===== src/rtl/uart_rx_pkg.sv =====
// Shared types and parity helpers for the UART frame receiver.
package uart_rx_pkg;

   typedef enum logic [2:0] {
      S_IDLE,
      S_START,
      S_DATA,
      S_PAR,
      S_STOP1,
      S_STOP2,
      S_WAIT_IDLE
   } rx_state_t;

   localparam logic [2:0] PAR_NONE   = 3'b000;
   localparam logic [2:0] PAR_ODD    = 3'b001;
   localparam logic [2:0] PAR_EVEN   = 3'b010;
   localparam logic [2:0] PAR_STICK0 = 3'b100;
   localparam logic [2:0] PAR_STICK1 = 3'b101;

   // Widest data word the parity helper accepts; callers zero-extend.
   localparam int PAR_DW = 16;

   function automatic logic parity_enabled(input logic [2:0] mode);
      return (mode == PAR_ODD) || (mode == PAR_EVEN) ||
             (mode == PAR_STICK0) || (mode == PAR_STICK1);
   endfunction

   function automatic logic parity_expected(input logic [2:0] mode,
                                            input logic [PAR_DW-1:0] data);
      logic p;
      p = 1'b0;
      case (mode)
         PAR_ODD:    p = ~(^data);
         PAR_EVEN:   p = ^data;
         PAR_STICK1: p = 1'b1;
         PAR_STICK0: p = 1'b0;
         PAR_NONE:   p = 1'b0;
         default:    p = 1'b0;
      endcase
      return p;
   endfunction

endpackage


===== src/rtl/uart_baud_tick.sv =====
// Oversampling tick generator: one-cycle tick every prescaler+1 clocks while enabled.
module uart_baud_tick (
   input  logic        clk,
   input  logic        rst,
   input  logic        en,
   input  logic [15:0] prescaler,
   output logic        tick
);

   logic [15:0] count;

   // >= rather than == so a prescaler lowered on the fly cannot strand the count above it.
   always_ff @(posedge clk) begin
      if (rst || !en) begin
         count <= '0;
      end else if (count >= prescaler) begin
         count <= '0;
      end else begin
         count <= count + 16'd1;
      end
   end

   assign tick = en && (count >= prescaler);

endmodule


===== src/rtl/uart_frame_rx.sv =====
// UART receiver: oversampled frame deserializer with error flags and a valid/ready output.
module uart_frame_rx
   import uart_rx_pkg::*;
#(
   parameter int MDW         = 9,
   parameter int OVS         = 8,
   parameter int SYNC_STAGES = 2
) (
   input  logic           clk,
   input  logic           rst,
   input  logic           en,
   input  logic [15:0]    prescaler,
   input  logic [3:0]     data_size,
   input  logic [2:0]     parity,
   input  logic           stop2,
   input  logic           rx,
   output logic [MDW-1:0] out_data,
   output logic           out_perr,
   output logic           out_ferr,
   output logic           out_brk,
   output logic           out_valid,
   input  logic           out_ready,
   output logic           overrun,
   output logic           busy
);

   localparam int SW = $clog2(OVS);

   rx_state_t            state, state_n;
   logic [SYNC_STAGES-1:0] sync_q;
   logic                 rxs, rxs_d, fall;
   logic                 tick, mid, wrap;
   logic [SW-1:0]        s;
   logic [3:0]           bit_idx;
   logic [3:0]           size_eff;
   logic [3:0]           cfg_size;
   logic [2:0]           cfg_par;
   logic                 cfg_stop2;
   logic [MDW-1:0]       data_q;
   logic                 perr_acc, ferr_acc, brk_acc;
   logic                 start_go, complete;

   uart_baud_tick u_tick (
      .clk       (clk),
      .rst       (rst),
      .en        (en),
      .prescaler (prescaler),
      .tick      (tick)
   );

   // Flops reset to 1 so the idle line does not look like a start edge.
   always_ff @(posedge clk) begin
      if (rst) begin
         sync_q <= '1;
         rxs_d  <= 1'b1;
      end else begin
         sync_q <= {sync_q[SYNC_STAGES-2:0], rx};
         rxs_d  <= rxs;
      end
   end

   assign rxs  = sync_q[SYNC_STAGES-1];
   assign fall = rxs_d && !rxs;
   assign mid  = tick && (s == SW'(OVS/2 - 1));
   assign wrap = tick && (s == SW'(OVS - 1));
   assign busy = (state != S_IDLE);

   always_comb begin
      size_eff = data_size;
      if (data_size < 4'd5) begin
         size_eff = 4'd5;
      end else if (data_size > 4'(MDW)) begin
         size_eff = 4'(MDW);
      end
   end

   always_ff @(posedge clk) begin
      if (rst) begin
         state <= S_IDLE;
      end else begin
         state <= state_n;
      end
   end

   always_comb begin
      state_n  = state;
      start_go = 1'b0;
      complete = 1'b0;
      case (state)
         S_IDLE: begin
            if (fall) begin
               state_n  = S_START;
               start_go = 1'b1;
            end
         end
         S_START: begin
            if (mid && rxs) begin
               state_n = S_IDLE;
            end else if (wrap) begin
               state_n = S_DATA;
            end
         end
         S_DATA: begin
            if (wrap && (bit_idx == cfg_size - 4'd1)) begin
               state_n = parity_enabled(cfg_par) ? S_PAR : S_STOP1;
            end
         end
         S_PAR: begin
            if (wrap) begin
               state_n = S_STOP1;
            end
         end
         S_STOP1: begin
            if (cfg_stop2) begin
               if (wrap) begin
                  state_n = S_STOP2;
               end
            end else if (mid) begin
               complete = 1'b1;
               state_n  = rxs ? S_IDLE : S_WAIT_IDLE;
            end
         end
         S_STOP2: begin
            if (mid) begin
               complete = 1'b1;
               state_n  = rxs ? S_IDLE : S_WAIT_IDLE;
            end
         end
         S_WAIT_IDLE: begin
            if (rxs) begin
               state_n = S_IDLE;
            end
         end
         default: state_n = S_IDLE;
      endcase
      if (!en) begin
         state_n  = S_IDLE;
         start_go = 1'b0;
         complete = 1'b0;
      end
   end

   // Frame datapath; brk_acc stays set only while every sampled bit has been 0.
   always_ff @(posedge clk) begin
      if (rst) begin
         s         <= '0;
         bit_idx   <= '0;
         cfg_size  <= '0;
         cfg_par   <= '0;
         cfg_stop2 <= 1'b0;
         data_q    <= '0;
         perr_acc  <= 1'b0;
         ferr_acc  <= 1'b0;
         brk_acc   <= 1'b0;
         out_data  <= '0;
         out_perr  <= 1'b0;
         out_ferr  <= 1'b0;
         out_brk   <= 1'b0;
         out_valid <= 1'b0;
         overrun   <= 1'b0;
      end else begin
         overrun <= 1'b0;
         if (out_valid && out_ready) begin
            out_valid <= 1'b0;
         end

         if (start_go) begin
            s         <= '0;
            bit_idx   <= '0;
            cfg_size  <= size_eff;
            cfg_par   <= parity;
            cfg_stop2 <= stop2;
            data_q    <= '0;
            perr_acc  <= 1'b0;
            ferr_acc  <= 1'b0;
            brk_acc   <= 1'b1;
         end else if (tick) begin
            s <= (s == SW'(OVS - 1)) ? '0 : s + SW'(1);
         end

         case (state)
            S_DATA: begin
               if (mid) begin
                  data_q  <= data_q | (MDW'(rxs) << bit_idx);
                  brk_acc <= brk_acc & ~rxs;
               end
               if (wrap) begin
                  bit_idx <= bit_idx + 4'd1;
               end
            end
            S_PAR: begin
               if (mid) begin
                  perr_acc <= rxs != parity_expected(cfg_par, PAR_DW'(data_q));
                  brk_acc  <= brk_acc & ~rxs;
               end
            end
            S_STOP1: begin
               if (mid) begin
                  ferr_acc <= ferr_acc | ~rxs;
                  brk_acc  <= brk_acc & ~rxs;
               end
            end
            S_STOP2: begin
               if (mid) begin
                  ferr_acc <= ferr_acc | ~rxs;
               end
            end
            default: ;
         endcase

         if (complete) begin
            if (!out_valid || out_ready) begin
               out_data  <= data_q;
               out_perr  <= perr_acc;
               out_ferr  <= ferr_acc | ~rxs;
               out_brk   <= (state == S_STOP1) ? (brk_acc & ~rxs) : brk_acc;
               out_valid <= 1'b1;
            end else begin
               overrun <= 1'b1;
            end
         end
      end
   end

endmodule


===== config.mk =====
export PLATFORM = sky130hd
export DESIGN_NAME = uart_frame_rx
export DESIGN_NICKNAME = d
export VERILOG_FILES = /design/src/rtl/uart_rx_pkg.sv /design/src/rtl/uart_baud_tick.sv /design/src/rtl/uart_frame_rx.sv
export SDC_FILE = /design/constraint.sdc
export NUM_CORES = 1
export LEC_CHECK = 0
export ABC_AREA = 1
export CORE_ASPECT_RATIO = 1.5
export CORE_MARGIN = 1.5
export CORE_UTILIZATION = 35
export DETAILED_ROUTE_END_ITERATION = 12
export RECOVER_POWER = 50
export SYNTH_ARGS = -nofsm -noshare
export SYNTH_HDL_FRONTEND = slang
export SYNTH_HIERARCHICAL = 1
export SYNTH_SLANG_ARGS = --single-unit

===== constraint.sdc =====
create_clock -name clk -period 5.3 [get_ports clk]
set_clock_uncertainty 0.05 [all_clocks]
set_input_delay 0.53 -clock clk [delete_from_list [all_inputs] [get_ports clk]]
set_output_delay 0.53 -clock clk [all_outputs]
set_load 0.05 [all_outputs]

==> results.yml, run 1 <==
global_route:
  grt_pass1_wl_um: 13400
  grt_pass1_vias: 3019
  grt_max_degree: 24
  grt_usage_pct: 15.9
  grt_overflow: 0
  grt_antenna_before_repair: 0
logic_synthesis:
  synthTopCellsByCount: "nand2_1 (93), inv_1 (76), dfxtp_1 (63), nor2_1 (52), nand3_1 (40)"
  synth_area_leaders: "dfxtp_1 (36%), nand2_1 (10%), inv_1 (8.2%)"
  yosysMostFrequentCell: "nand2_1"
  synthFlopType: "dfxtp_1"
  synth.net_count: 537
  netlist_area_um2: 3470
  synth-edff-count: 0
  synthDominantCellAreaShare_pct: 36.3
  seq_area_frac_synth_pct: 36.3
  yosys_warnings: 6
  synth_cell_types: 36
  avgSynthCellArea_um2: 7.14
  syn_inst: 486
  async_flop_share_pct: 0
  synth_top_cell_by_area: "dfxtp_1"
  synth_seq_cells: 63
layout:
  syn_to_final_growth_pct: 22.8
  final_core_util_pct: 44.0
  final_nets: 581
  fin_area_um2: 4260
  antenna_cells: 0
  layout-drive-gt1-share_pct: 5.81
timing:
  fmax_ghz: 0.313
  setup_tns_ps: 0
  rsz0062_at_grt: "false"
  slew_violations: 0
  fin_crit_sh_pct: 60.2
  min_period_ps: 3190
  worst_pin_slew_ps: 903
  setup_violations: 0
  slew_headroom_pct: 39.6
  hold_violations: 0
  fin_ws_ps: 2110
placed_design:
  post-place-ws_ps: 1730
  place_area_um2: 3980
  placement.io_buffers: 43
  gp_congestion: 0.927
  dp_hpwl_um: 5930
pwr:
  p_leak_nw: 1.81
  vdd_ir_drop_max_uv: 189
  total_power_mw: 1.19
  power_density_nw_per_um2: 278
drt:
  drt_iter0_markers: 101
  drc: 0
  wl_um: 7710
  detail_route.wl_per_cell_um: 11.9
  viasPerCell: 4.89
  drtPass1Iterations: 4
  num_vias: 3175
  drt.antenna.violating_nets: 0
status:
  status: "finished, final reports clean"
setup_path:
  r2r-start: "u_tick/count[3]"
  cp.depth: 12
  crit_slowest_cell: "dlygate4sd3_1"
  critPathArrivalTime_ps: 3310
  worst-setup-path-type: "input port to flip-flop"
  endpoint: "out_perr"
  reg2reg_slack_ps: 2460
  worstSetupEndpointType: "flip-flop"
  cp-startpoint: "prescaler[15]"
  critPathTopFamily: "simple AND/OR/NAND/NOR gates"
  path_buf_inv: 2
  r2r_cells: 14
  cp_common_cell: "nand2_1"
  cp_cell_sequence: "dlygate4sd3_1, inv_1, ha_1, nand2_1, nor3_1, nand2_2, a21oi_1, nand2_1, nor3_4, nand2_1, nand2_1, a21oi_1"
  r2r_end: "out_perr"
  required_ps: 5420
  cp_max_fo: 14
  cp-start-kind: "input port"
  slowest_delay_ps: 520
clocking:
  postCtsHoldBufs: 0
  clkTransAtPathRegs_ps: 50
  cts_tree: "done"
  root_buffer: "clkbuf_16"
  clock-sinks: 63
  numCtsBuffers: 9
  clk_latency_ps: 330
  cts_setup_buffers: 0
  cts-resized-gates: 0
  cts_buffer_depth: 2
  htreeDepth: 3
floorplanning:
  dieWidth_um: 84.3
  row_count: 44
  core-area_um2: 9690
  ioPinCount: 44
  start_util_pct: 35.8
  die_area_um2: 10500
  die_h_um: 125
min_path:
  min_path_type: "flip-flop to flip-flop"
flow_run:
  cap_violations: 0
[through the flow]
stage	std cells	hold WS [ps]
after global placement	634	350
after global routing	649	380
after CTS	649	363
final	649	359
after detailed placement	634	349
after floorplan	486	339
[layer usage]
metal | share of wire [%] | track usage [%] | up-vias | wire length, um
li1 | - | - | 1658 | -
met1 | 40 | 17.1 | 1429 | 3080
met2 | 53 | 28.7 | 70 | 4090
met3 | 4.4 | 3.17 | 18 | 338
met4 | 2.6 | 8.78 | 0 | 201
met5 | 0 | 0 | - | 0
[layout make-up]
class / count / area, um2
flip-flops and latches: 63 / 1260
repair buffers: 43 / 430
inverters: 81 / 304
multi-input cells: 332 / 1810
well taps: 115 / 144
fillers: 981 / 5430
clock inverters: 4 / 70.1
clock buffers: 11 / 243
[report_power, final]
part	leakage [nW]	switching [mW]	total, mW	internal, mW
sequential	0.509	0.00448	0.484	0.480
combinational	1.15	0.0440	0.0818	0.0377
clock	0.155	0.200	0.620	0.420
total	1.81	0.249	1.19	0.937
[kinds of logic (layout without fill, tap and decap cells)]
family / Yosys count / in the layout / synth area share (%)
AO/OA/AOI/OAI: 69 / 69 / 11.1
XOR/XNOR: 21 / 21 / 5.30
adder cells (fa/ha/maj): 22 / 22 / 7.93
buffers and inverters: 91 / 139 / 10.7
flip-flops: 63 / 63 / 36.3
AND/OR/NAND/NOR: 220 / 220 / 28.6
[worst min-delay path by stage]
stage / from / endpoint / slack, ps / depth (start not counted)
2_1_floorplan: sync_q[0] / sync_q[1] / 340 / 1
3_3_place_gp: sync_q[0] / sync_q[1] / 350 / 1
3_5_place_dp: sync_q[0] / sync_q[1] / 350 / 1
4_1_cts: sync_q[0] / sync_q[1] / 360 / 1
5_1_grt: sync_q[0] / sync_q[1] / 380 / 1
6_report: sync_q[0] / sync_q[1] / 360 / 1
[sequential cells by signal (all words and copies together), names as in the netlist]
signal and cells:
cfg_size 4, out_brk 1, overrun 1, rxs_d 1, cfg_par 3, out_valid 1
state 3, perr_acc 1, u_tick/count 16, out_ferr 1, sync_q 2, cfg_stop2 1
data_q 9, bit_idx 4, out_perr 1, brk_acc 1, out_data 9, s 3
ferr_acc 1
[placed cells by master, fill, tap and decap left out, types with 14 or more instances in the layout]
cell type	synthesis	final
nor2_1	52	52
nand3_1	40	41
dfxtp_1	63	63
a21oi_1	36	37
nand2_1	93	93
nor3_1	13	14
ha_1	22	22
o21ai_0	15	15
dlygate4sd3_1	0	17
inv_1	76	77
clkdlybuf4s50_1	0	26
No activity file was read; power rests on OpenSTA's default activity.
==> run 2: changes to the inputs <==
clock period = 3.2 ns   (was 5.3 ns; I/O delays follow)
==> results.yml, run 2 (synthesized netlist as in run 1, its figures left out) <==
min_path:
  hold_end: "sync_q[1]"
  min_path_type: "flip-flop to flip-flop"
  hold_depth: 1
  min_from: "sync_q[0]"
pwr:
  power_density_nw_per_um2: 478
  vdd_ir_drop_max_uv: 294
  p_leak_nw: 1.82
timing:
  fin_crit_sh_pct: 84.1
  fmax_ghz: 0.372
  hold_violations: 0
  worst_pin_slew_ps: 1090
  whs_ps: 369
  slew_headroom_pct: 27.0
  setup_tns_ps: 0
  min_period_ps: 2690
  rsz0062_at_grt: "false"
  slew_violations: 0
  setup_violations: 0
layout:
  final_common_cell: "nand2_1"
  final_core_util_pct: 44.6
  syn_to_final_growth_pct: 24.5
  largest_register_ffs: 16
  reg_top3: "u_tick/count: 16 flops, data_q: 9 flops, out_data: 9 flops"
  fin_area_um2: 4320
  antenna_cells: 0
  mostFrequentLayoutCells: "nand2_1 (93), inv_1 (76), dfxtp_1 (63), nor2_1 (52), nand3_1 (41)"
  layout-drive-gt1-share_pct: 6.51
  regMostFlops: "u_tick/count"
  finalNonFillerCells: 653
  final_nets: 584
setup_path:
  required_ps: 3410
  critPathArrivalTime_ps: 2900
  cp-start-kind: "input port"
  r2r_end: "bit_idx[3]"
  worst-setup-path-type: "input port to flip-flop"
  worstSetupEndpointType: "flip-flop"
  r2r-start: "state[0]"
  cp_max_fo: 4
  r2r_cells: 9
  reg2reg_slack_ps: 550
drt:
  drt.antenna.violating_nets: 0
  wl_um: 7720
  viasPerCell: 4.86
  drt_iter0_markers: 139
  detail_route.wl_per_cell_um: 11.8
  num_vias: 3171
  drtPass1Iterations: 4
  drc: 0
floorplanning:
  start_util_pct: 35.8
  die_area_um2: 10500
  row_count: 44
  core-area_um2: 9690
  dieWidth_um: 84.3
  die_h_um: 125
  ioPinCount: 44
global_route:
  grtUsageMet2_pct: 28.5
  grt_overflow: 0
  grt_max_degree: 23
  grt_pass1_wl_um: 13400
  grt_antenna_before_repair: 0
  grt_pass1_vias: 2986
  grt_usage_pct: 15.7
  use_met1_pct: 17.2
  met3_usage_pct: 3.83
  busiest_layer: "met2"
clocking:
  cts_buffer_depth: 2
  cts-resized-gates: 0
  postCtsHoldBufs: 0
  clkTransAtPathRegs_ps: 50
  clk_latency_ps: 330
  cts_setup_buffers: 0
  root_buffer: "clkbuf_16"
  cts_tree: "done"
  clock-sinks: 63
  numCtsBuffers: 9
  htreeDepth: 3
placed_design:
  dp_cells: 637
  placement.io_buffers: 43
  place_area_um2: 4000
  dp_hpwl_um: 5920
  gp_congestion: 0.905
flow_run:
  cap_violations: 0
status:
  status: "finished, final reports clean"
[run 2: cell count changes in the layout (fill, tap and decap cells not counted), sizes merged]
cell | previous run | this run
inv | 81 | 80
dlygate4sd3 | 17 | 13
buf | 0 | 2
clkbuf | 11 | 12
clkinvlp | 0 | 2
clkinv | 2 | 1
bufinv | 2 | 3
clkdlybuf4s50 | 26 | 30
[run 2: metrics by stage]
step,total power [mW],worst slack [ps]
6_report,2.07,509
5_1_grt,2.14,243
4_1_cts,2.10,525
3_5_place_dp,0.959,186
3_3_place_gp,0.958,259
2_1_floorplan,0.903,860
[run 2: cell type report]
cell class                      instances  area, um2
Multi-Input combinational cell        332       1820
Tap cell                              115        144
Clock buffer                           11        243
Fill cell                            1000       5370
Inverter                               81        304
Clock inverter                          5        105
Sequential cell                        63       1260
Timing Repair Buffer                   46        449
[run 2: routing by layer]
layer	share of wire [%]	vias up
li1	-	1656
met1	41	1428
met2	52	74
met3	4.8	13
met4	1.9	0
met5	0	-
[run 2: worst max-delay path by stage]
| stage | start | to | slack, ps | cells after the start |
|---|---|---|---|---|
| 2_1_floorplan | prescaler[3] | state[1] | 860 | 22 |
| 3_3_place_gp | prescaler[3] | state[1] | 260 | 23 |
| 3_5_place_dp | prescaler[10] | state[1] | 190 | 19 |
| 4_1_cts | prescaler[10] | state[1] | 520 | 19 |
| 5_1_grt | prescaler[3] | state[1] | 240 | 23 |
| 6_report | prescaler[10] | state[1] | 510 | 19 |
[run 2: worst max-delay path: stages]
cell	delay (ps)
clkdlybuf4s50_1	450
inv_1	50
ha_1	290
nand4_1	140
nor3_1	200
nand2_2	90
a21oi_1	220
nand2_1	180
inv_1	140
nand2_1	90
nand4_1	120
nand2_1	60
a21oi_1	130
nand2_1	90
inv_1	100
nand2_1	70
nand2_1	60
inv_1	30
nor2_1	80
[run 2: power breakdown]
part / internal, mW / switching [mW]
clock: 0.781 / 0.346
combinational: 0.0630 / 0.0740
sequential: 0.794 / 0.00747
total: 1.64 / 0.428
